[config.mk]
export PLATFORM = sky130hd
export DESIGN_NAME = phat_chuoi_1011
export DESIGN_NICKNAME = d
export VERILOG_FILES = /design/src/rtl/phat_chuoi_1011.sv
export SDC_FILE = /design/constraint.sdc
export NUM_CORES = 1
export LEC_CHECK = 0
export CORE_MARGIN = 1.5
export CORE_UTILIZATION = 51
export CTS_CLUSTER_SIZE = 14
export DETAILED_ROUTE_END_ITERATION = 16
export PLACE_DENSITY = 0.8
export SKIP_CTS_REPAIR_TIMING = 1
export SLEW_MARGIN = 5
export SYNTH_ARGS = -nofsm -noshare
export SYNTH_HDL_FRONTEND = slang
export SYNTH_SLANG_ARGS = --single-unit
[constraint.sdc]
create_clock -name clk -period 1.8 [get_ports clk]
set_input_delay 0.54 -clock clk [delete_from_list [all_inputs] [get_ports clk]]
set_output_delay 0.54 -clock clk [all_outputs]
set_load 0.01 [all_outputs]
[src/rtl/phat_chuoi_1011.sv]
// -----------------------------------------------------------------------------
// phat_chuoi_1011 - serial stimulus transmitter for the 1011 detector path.
//
// Accepts a WIDTH-bit word over a valid/ready handshake and shifts it out
// MSB-first, one bit per clock, on a registered single-bit line. GAP_CYCLES
// zero cycles follow every word. A reference counter tracks overlapping 1011
// patterns actually driven on the line, including across idle/gap zeros.
//
// Ports:
//   clk        in   single clock, all logic on posedge
//   rst        in   synchronous reset, active-high
//   din        in   [WIDTH-1:0] word to transmit
//   din_valid  in   din holds a word
//   din_ready  out  block can accept a word (registered)
//   a_out      out  serial line to the detector (registered)
//   a_valid    out  a_out carries a data bit (registered)
//   tx_done    out  one-cycle pulse on the last bit of a word (registered)
//   match_clr  in   clears match_cnt on the next cycle (wins over a match)
//   match_cnt  out  [CNT_W-1:0] saturating count of 1011 patterns on a_out
// -----------------------------------------------------------------------------
module phat_chuoi_1011 #(
  parameter int WIDTH      = 8,  // 4..32
  parameter int GAP_CYCLES = 2,  // 0..15
  parameter int CNT_W      = 8
) (
  input  logic             clk,
  input  logic             rst,
  input  logic [WIDTH-1:0] din,
  input  logic             din_valid,
  output logic             din_ready,
  output logic             a_out,
  output logic             a_valid,
  output logic             tx_done,
  input  logic             match_clr,
  output logic [CNT_W-1:0] match_cnt
);

  localparam int BIT_CNT_W = $clog2(WIDTH);
  localparam int GAP_CNT_W = 4;
  localparam logic [CNT_W-1:0] CNT_MAX = '1;

  typedef enum logic [1:0] {
    IDLE  = 2'd0,
    SHIFT = 2'd1,
    GAP   = 2'd2
  } state_t;

  state_t                 r_state;
  logic [WIDTH-1:0]       r_shift;
  logic [BIT_CNT_W-1:0]   r_bit_cnt;
  logic [GAP_CNT_W-1:0]   r_gap_cnt;
  logic                   r_a_out;
  logic                   r_a_valid;
  logic                   r_tx_done;
  logic                   r_din_ready;
  logic [2:0]             r_hist;
  logic [CNT_W-1:0]       r_match_cnt;

  state_t                 w_state_nxt;
  logic [WIDTH-1:0]       w_shift_nxt;
  logic [BIT_CNT_W-1:0]   w_bit_cnt_nxt;
  logic [GAP_CNT_W-1:0]   w_gap_cnt_nxt;
  logic                   w_a_out_nxt;
  logic                   w_a_valid_nxt;
  logic                   w_tx_done_nxt;
  logic                   w_din_ready_nxt;
  logic                   w_match;

  // Next-state logic. Outputs are decoded from the *next* state so they can be
  // registered and still line up with the state they describe.
  always_comb begin
    // NOTE: every signal gets a default before the case so no path leaves it
    // unassigned; otherwise synthesis infers a latch to hold the old value.
    w_state_nxt   = r_state;
    w_shift_nxt   = r_shift;
    w_bit_cnt_nxt = r_bit_cnt;
    w_gap_cnt_nxt = r_gap_cnt;

    unique case (r_state)
      IDLE: begin
        if (din_valid) begin
          w_state_nxt   = SHIFT;
          w_shift_nxt   = din;
          w_bit_cnt_nxt = BIT_CNT_W'(WIDTH - 1);
        end
      end
      SHIFT: begin
        w_shift_nxt = {r_shift[WIDTH-2:0], 1'b0};
        if (r_bit_cnt == '0) begin
          if (GAP_CYCLES > 0) begin
            w_state_nxt   = GAP;
            w_gap_cnt_nxt = GAP_CNT_W'(GAP_CYCLES - 1);
          end else begin
            w_state_nxt = IDLE;
          end
        end else begin
          w_bit_cnt_nxt = r_bit_cnt - 1'b1;
        end
      end
      GAP: begin
        if (r_gap_cnt == '0) begin
          w_state_nxt = IDLE;
        end else begin
          w_gap_cnt_nxt = r_gap_cnt - 1'b1;
        end
      end
      default: w_state_nxt = IDLE;
    endcase

    w_a_valid_nxt   = (w_state_nxt == SHIFT);
    w_a_out_nxt     = (w_state_nxt == SHIFT) && w_shift_nxt[WIDTH-1];
    w_tx_done_nxt   = (w_state_nxt == SHIFT) && (w_bit_cnt_nxt == '0);
    w_din_ready_nxt = (w_state_nxt == IDLE);
  end

  // The line history plus the current bit form the 4-bit window; idle and gap
  // zeros enter the history too, so matches only bridge words through them.
  assign w_match = ({r_hist, r_a_out} == 4'b1011);

  always_ff @(posedge clk) begin
    // NOTE: sequential state uses non-blocking assignments so every register
    // samples the pre-edge values, independent of statement order.
    if (rst) begin
      r_state     <= IDLE;
      r_shift     <= '0;
      r_bit_cnt   <= '0;
      r_gap_cnt   <= '0;
      r_a_out     <= 1'b0;
      r_a_valid   <= 1'b0;
      r_tx_done   <= 1'b0;
      r_din_ready <= 1'b1;
      r_hist      <= 3'b000;
      r_match_cnt <= '0;
    end else begin
      r_state     <= w_state_nxt;
      r_shift     <= w_shift_nxt;
      r_bit_cnt   <= w_bit_cnt_nxt;
      r_gap_cnt   <= w_gap_cnt_nxt;
      r_a_out     <= w_a_out_nxt;
      r_a_valid   <= w_a_valid_nxt;
      r_tx_done   <= w_tx_done_nxt;
      r_din_ready <= w_din_ready_nxt;
      r_hist      <= {r_hist[1:0], r_a_out};
      // Clear has priority over a coincident match; the count never wraps.
      if (match_clr) begin
        r_match_cnt <= '0;
      end else if (w_match && (r_match_cnt != CNT_MAX)) begin
        r_match_cnt <= r_match_cnt + 1'b1;
      end
    end
  end

  assign din_ready = r_din_ready;
  assign a_out     = r_a_out;
  assign a_valid   = r_a_valid;
  assign tx_done   = r_tx_done;
  assign match_cnt = r_match_cnt;

endmodule

==> results.yml <==
layout:
  mostFrequentLayoutCell: "dfxtp_1"
  fin_cells: 219
  finalNetCount: 205
  layout_common_cells: "dfxtp_1 (27), nor2_1 (16), clkdlybuf4s50_1 (15), a21oi_1 (10)"
  areaGrowthSynthToFinish_pct: 28.8
  diodes: 0
  fillers: 208
  design_area_mm2: 0.00177
  drive_gt1_share_pct: 11.1
power:
  power_density_mw_per_mm2: 813
  power.internal_uw: 1060
  switchingPower_uw: 374
  pwr-share-clk_pct: 28.7
  p_leak_uw: 0.000803
  p_sw_share_pct: 26.0
  comb_power_share_pct: 16.5
  ir_drop_mv: 0.689
  seqPwrFrac_pct: 54.7
synthesis:
  post_synth_mux_area_share_pct: 0.728
  synth_area_leaders: "dfxtp_1 (47%), ha_1 (4.5%), nor2_1 (4.4%)"
  syn_area_per_cell_um2: 8.93
  ys_warn_count: 0
  synth_top_family_by_area: "simple AND/OR/NAND/NOR gates"
  ys_ff_latch: 32
  synth_fa_ha_area_share_pct: 4.55
  synth.distinct_cells: 39
  synth_xor_area_share_pct: 3.82
  synth_compound_area_share_pct: 16.9
  synth_fp_nets: 171
  yosysTopAreaCellShare_pct: 46.6
  netlist_instances: 154
  ys_seq_area_share_pct: 46.6
  synthSimpleGateAreaFrac_pct: 23.7
  syn_area_mm2: 0.00138
  synth_top_area_cell: "dfxtp_1"
global_routing:
  grt_first_pass_wirelength_um: 4860
  antenna_found_initial: 0
  grt_max_degree: 14
  grt_pass1_vias: 1155
  grt_overflow: 0
  grt_use_total_pct: 22.5
clocking:
  cts.sinks: 32
  clockBufferDepth: 2
  cts_root_buffer: "clkbuf_4"
  clk_latency_ns: 0.31
  htreeDepth: 2
  clkTransAtPathRegs_ns: 0.09
  cts_tree: "built"
  numCtsBuffers: 5
sta:
  clock.fmax_ghz: 0.569
  period_minus_slack_ns: 1.76
  setup_viol: 0
  maxSlewViolCount: 0
  fin_skew_ns: 0.00481
  finalCritPeriodShare_pct: 97.7
  worstMarginPinSlew_ns: 0.476
  slew_headroom_pct: 68.0
  hold_violations: 0
  whs_ns: 0.449
  rsz0062_at_grt: "false"
floorplan:
  start_util_pct: 54.5
  fp.dieW_um: 54.9
  rows: 18
  core_area_mm2: 0.00252
  die_area_mm2: 0.00302
  die_height_um: 54.9
  ioPinCount: 24
critical_path:
  cp_num_buf_inv: 1
  cp-end-kind: "output pin"
  cp-start-kind: "flip-flop"
  rr_startpoint: "r_bit_cnt[0]$_SDFF_PP0_"
  r2r_slack_ns: 0.20
  worst-r2r-cell-count: 6
  cpMaxStageDelayCell: "clkdlybuf4s50_1"
  crit_path_max_incr_delay_ns: 0.55
  critical_path.cell_chain: "clkdlybuf4s50_1"
  worstSetupPathType: "reg -> out"
  arrival_ns: 1.22
  cp.depth: 1
  critical_path.top_delay_family: "buffers and inverters"
  worstPathMaxFanout: 2
  timing.rr.end: "a_out$_SDFF_PP0_"
  worstPathRequired_ns: 1.26
routing:
  route.detailed.drc: 0
  firstDrtPassIters: 4
  via_per_inst: 5.78
  drt_iter0_drc: 30
  ant_nets: 0
  num_vias: 1265
  routedWlPerCell_um: 13.6
  drt-total-wl_um: 2980
place:
  dp_cells: 211
  placedInstanceArea_mm2: 0.00169
  dp_hpwl_um: 2270
  place_congestion: 0.847
  port_buffers: 23
run:
  drv_cap: 0
min_path:
  hold_end: "tx_done$_SDFF_PP0_"
  holdPathStages: 2
  hp-class: "reg -> reg"
  hold_start: "r_bit_cnt[0]$_SDFF_PP0_"
run_status:
  status: "completed"
[how the worst max path moves through the flow]
stage / start / endpoint / slack [ns]
floorplan: match_clr / match_cnt[3]$_SDFFE_PP0P_ / 0.31
global placement: rst / match_cnt[3]$_SDFFE_PP0P_ / -0.02
detailed placement: match_clr / match_cnt[3]$_SDFFE_PP0P_ / -0.05
CTS: match_cnt[4]$_SDFFE_PP0P_ / match_cnt[4] / -0.08
global route: match_cnt[3]$_SDFFE_PP0P_ / match_cnt[3] / 0.003
finish: match_cnt[3]$_SDFFE_PP0P_ / match_cnt[3] / 0.04
[logic make-up after synthesis]
| family | Yosys count |
|---|---|
| XOR/XNOR | 6 |
| multiplexers | 1 |
| adder cells (fa/ha/maj) | 5 |
| AND/OR/NAND/NOR | 61 |
| buffers and inverters | 13 |
| flip-flops | 32 |
| AO/OA/AOI/OAI | 36 |
[power by group through the flow]
stage / Sequential, uW / Combinational, uW / Clock (uW)
3_3_place_gp: 801 / 226 / 0
5_1_grt: 793 / 268 / 456
2_1_floorplan: 796 / 148 / 0
6_report: 788 / 238 / 413
3_5_place_dp: 803 / 237 / 0
4_1_cts: 787 / 238 / 421
[flip-flops by register name, summed over array words and instances (netlist names)]
| name | count |
|---|---|
| r_shift | 8 |
| din_ready | 1 |
| r_hist | 3 |
| a_valid | 1 |
| match_cnt | 8 |
| a_out | 1 |
| tx_done | 1 |
| r_gap_cnt | 4 |
| r_bit_cnt | 3 |
| r_state | 2 |
[layer usage]
metal	GRT usage (%)	part of all wire, %	up-vias
met1	29.2	46	605
met2	35.5	49	35
met4	9.35	0.47	0
met5	0	0	-
li1	-	-	623
met3	5.65	4.6	2
[final cells by class]
class | instances | area [um^2] | area share, %
multi-input combinational | 109 | 683 | 38.6
sequential | 32 | 647 | 36.5
timing repair buffer | 31 | 310 | 17.5
clock buffer | 8 | 58.8 | 3.32
tap | 30 | 37.5 | 2.12
inverter | 9 | 33.8 | 1.91
[Yosys cell counts]
cell type / n
o22ai_1: 6
a31oi_1: 1
xor2_1: 5
a221oi_1: 1
or2_1: 2
or3b_1: 1
nor2b_1: 6
and4b_1: 1
nand3_1: 8
dfxtp_1: 32
o41ai_1: 1
nand3b_1: 3
a21o_1: 1
or4_1: 1
nand4_1: 4
inv_1: 7
ha_1: 5
mux2i_1: 1
o21ai_1: 2
nor4_1: 2
or2_0: 1
or3_1: 2
buf_2: 2
clkbuf_1: 2
a21oi_1: 10
o21ai_0: 2
a211oi_1: 7
nor2b_2: 1
nand2_1: 6
o211ai_1: 2
nor2_1: 16
clkinv_1: 2
xnor2_1: 1
and3_1: 1
nand2b_1: 2
o21ai_2: 1
a32oi_1: 1
o311ai_0: 1
nor3_1: 4
[through the flow]
stage	setup slack (ns)	utilization [%]	total power, uW	TNS (ns)
floorplan	0.312	-	944	0
global placement	-0.0249	66.8	1030	-0.0339
detailed placement	-0.0471	66.8	1040	-0.223
CTS	-0.0834	69.1	1450	-0.314
global route	0.00292	70.2	1520	0
finish	0.0420	70.2	1440	0
Power figures use the tool's default switching activity.
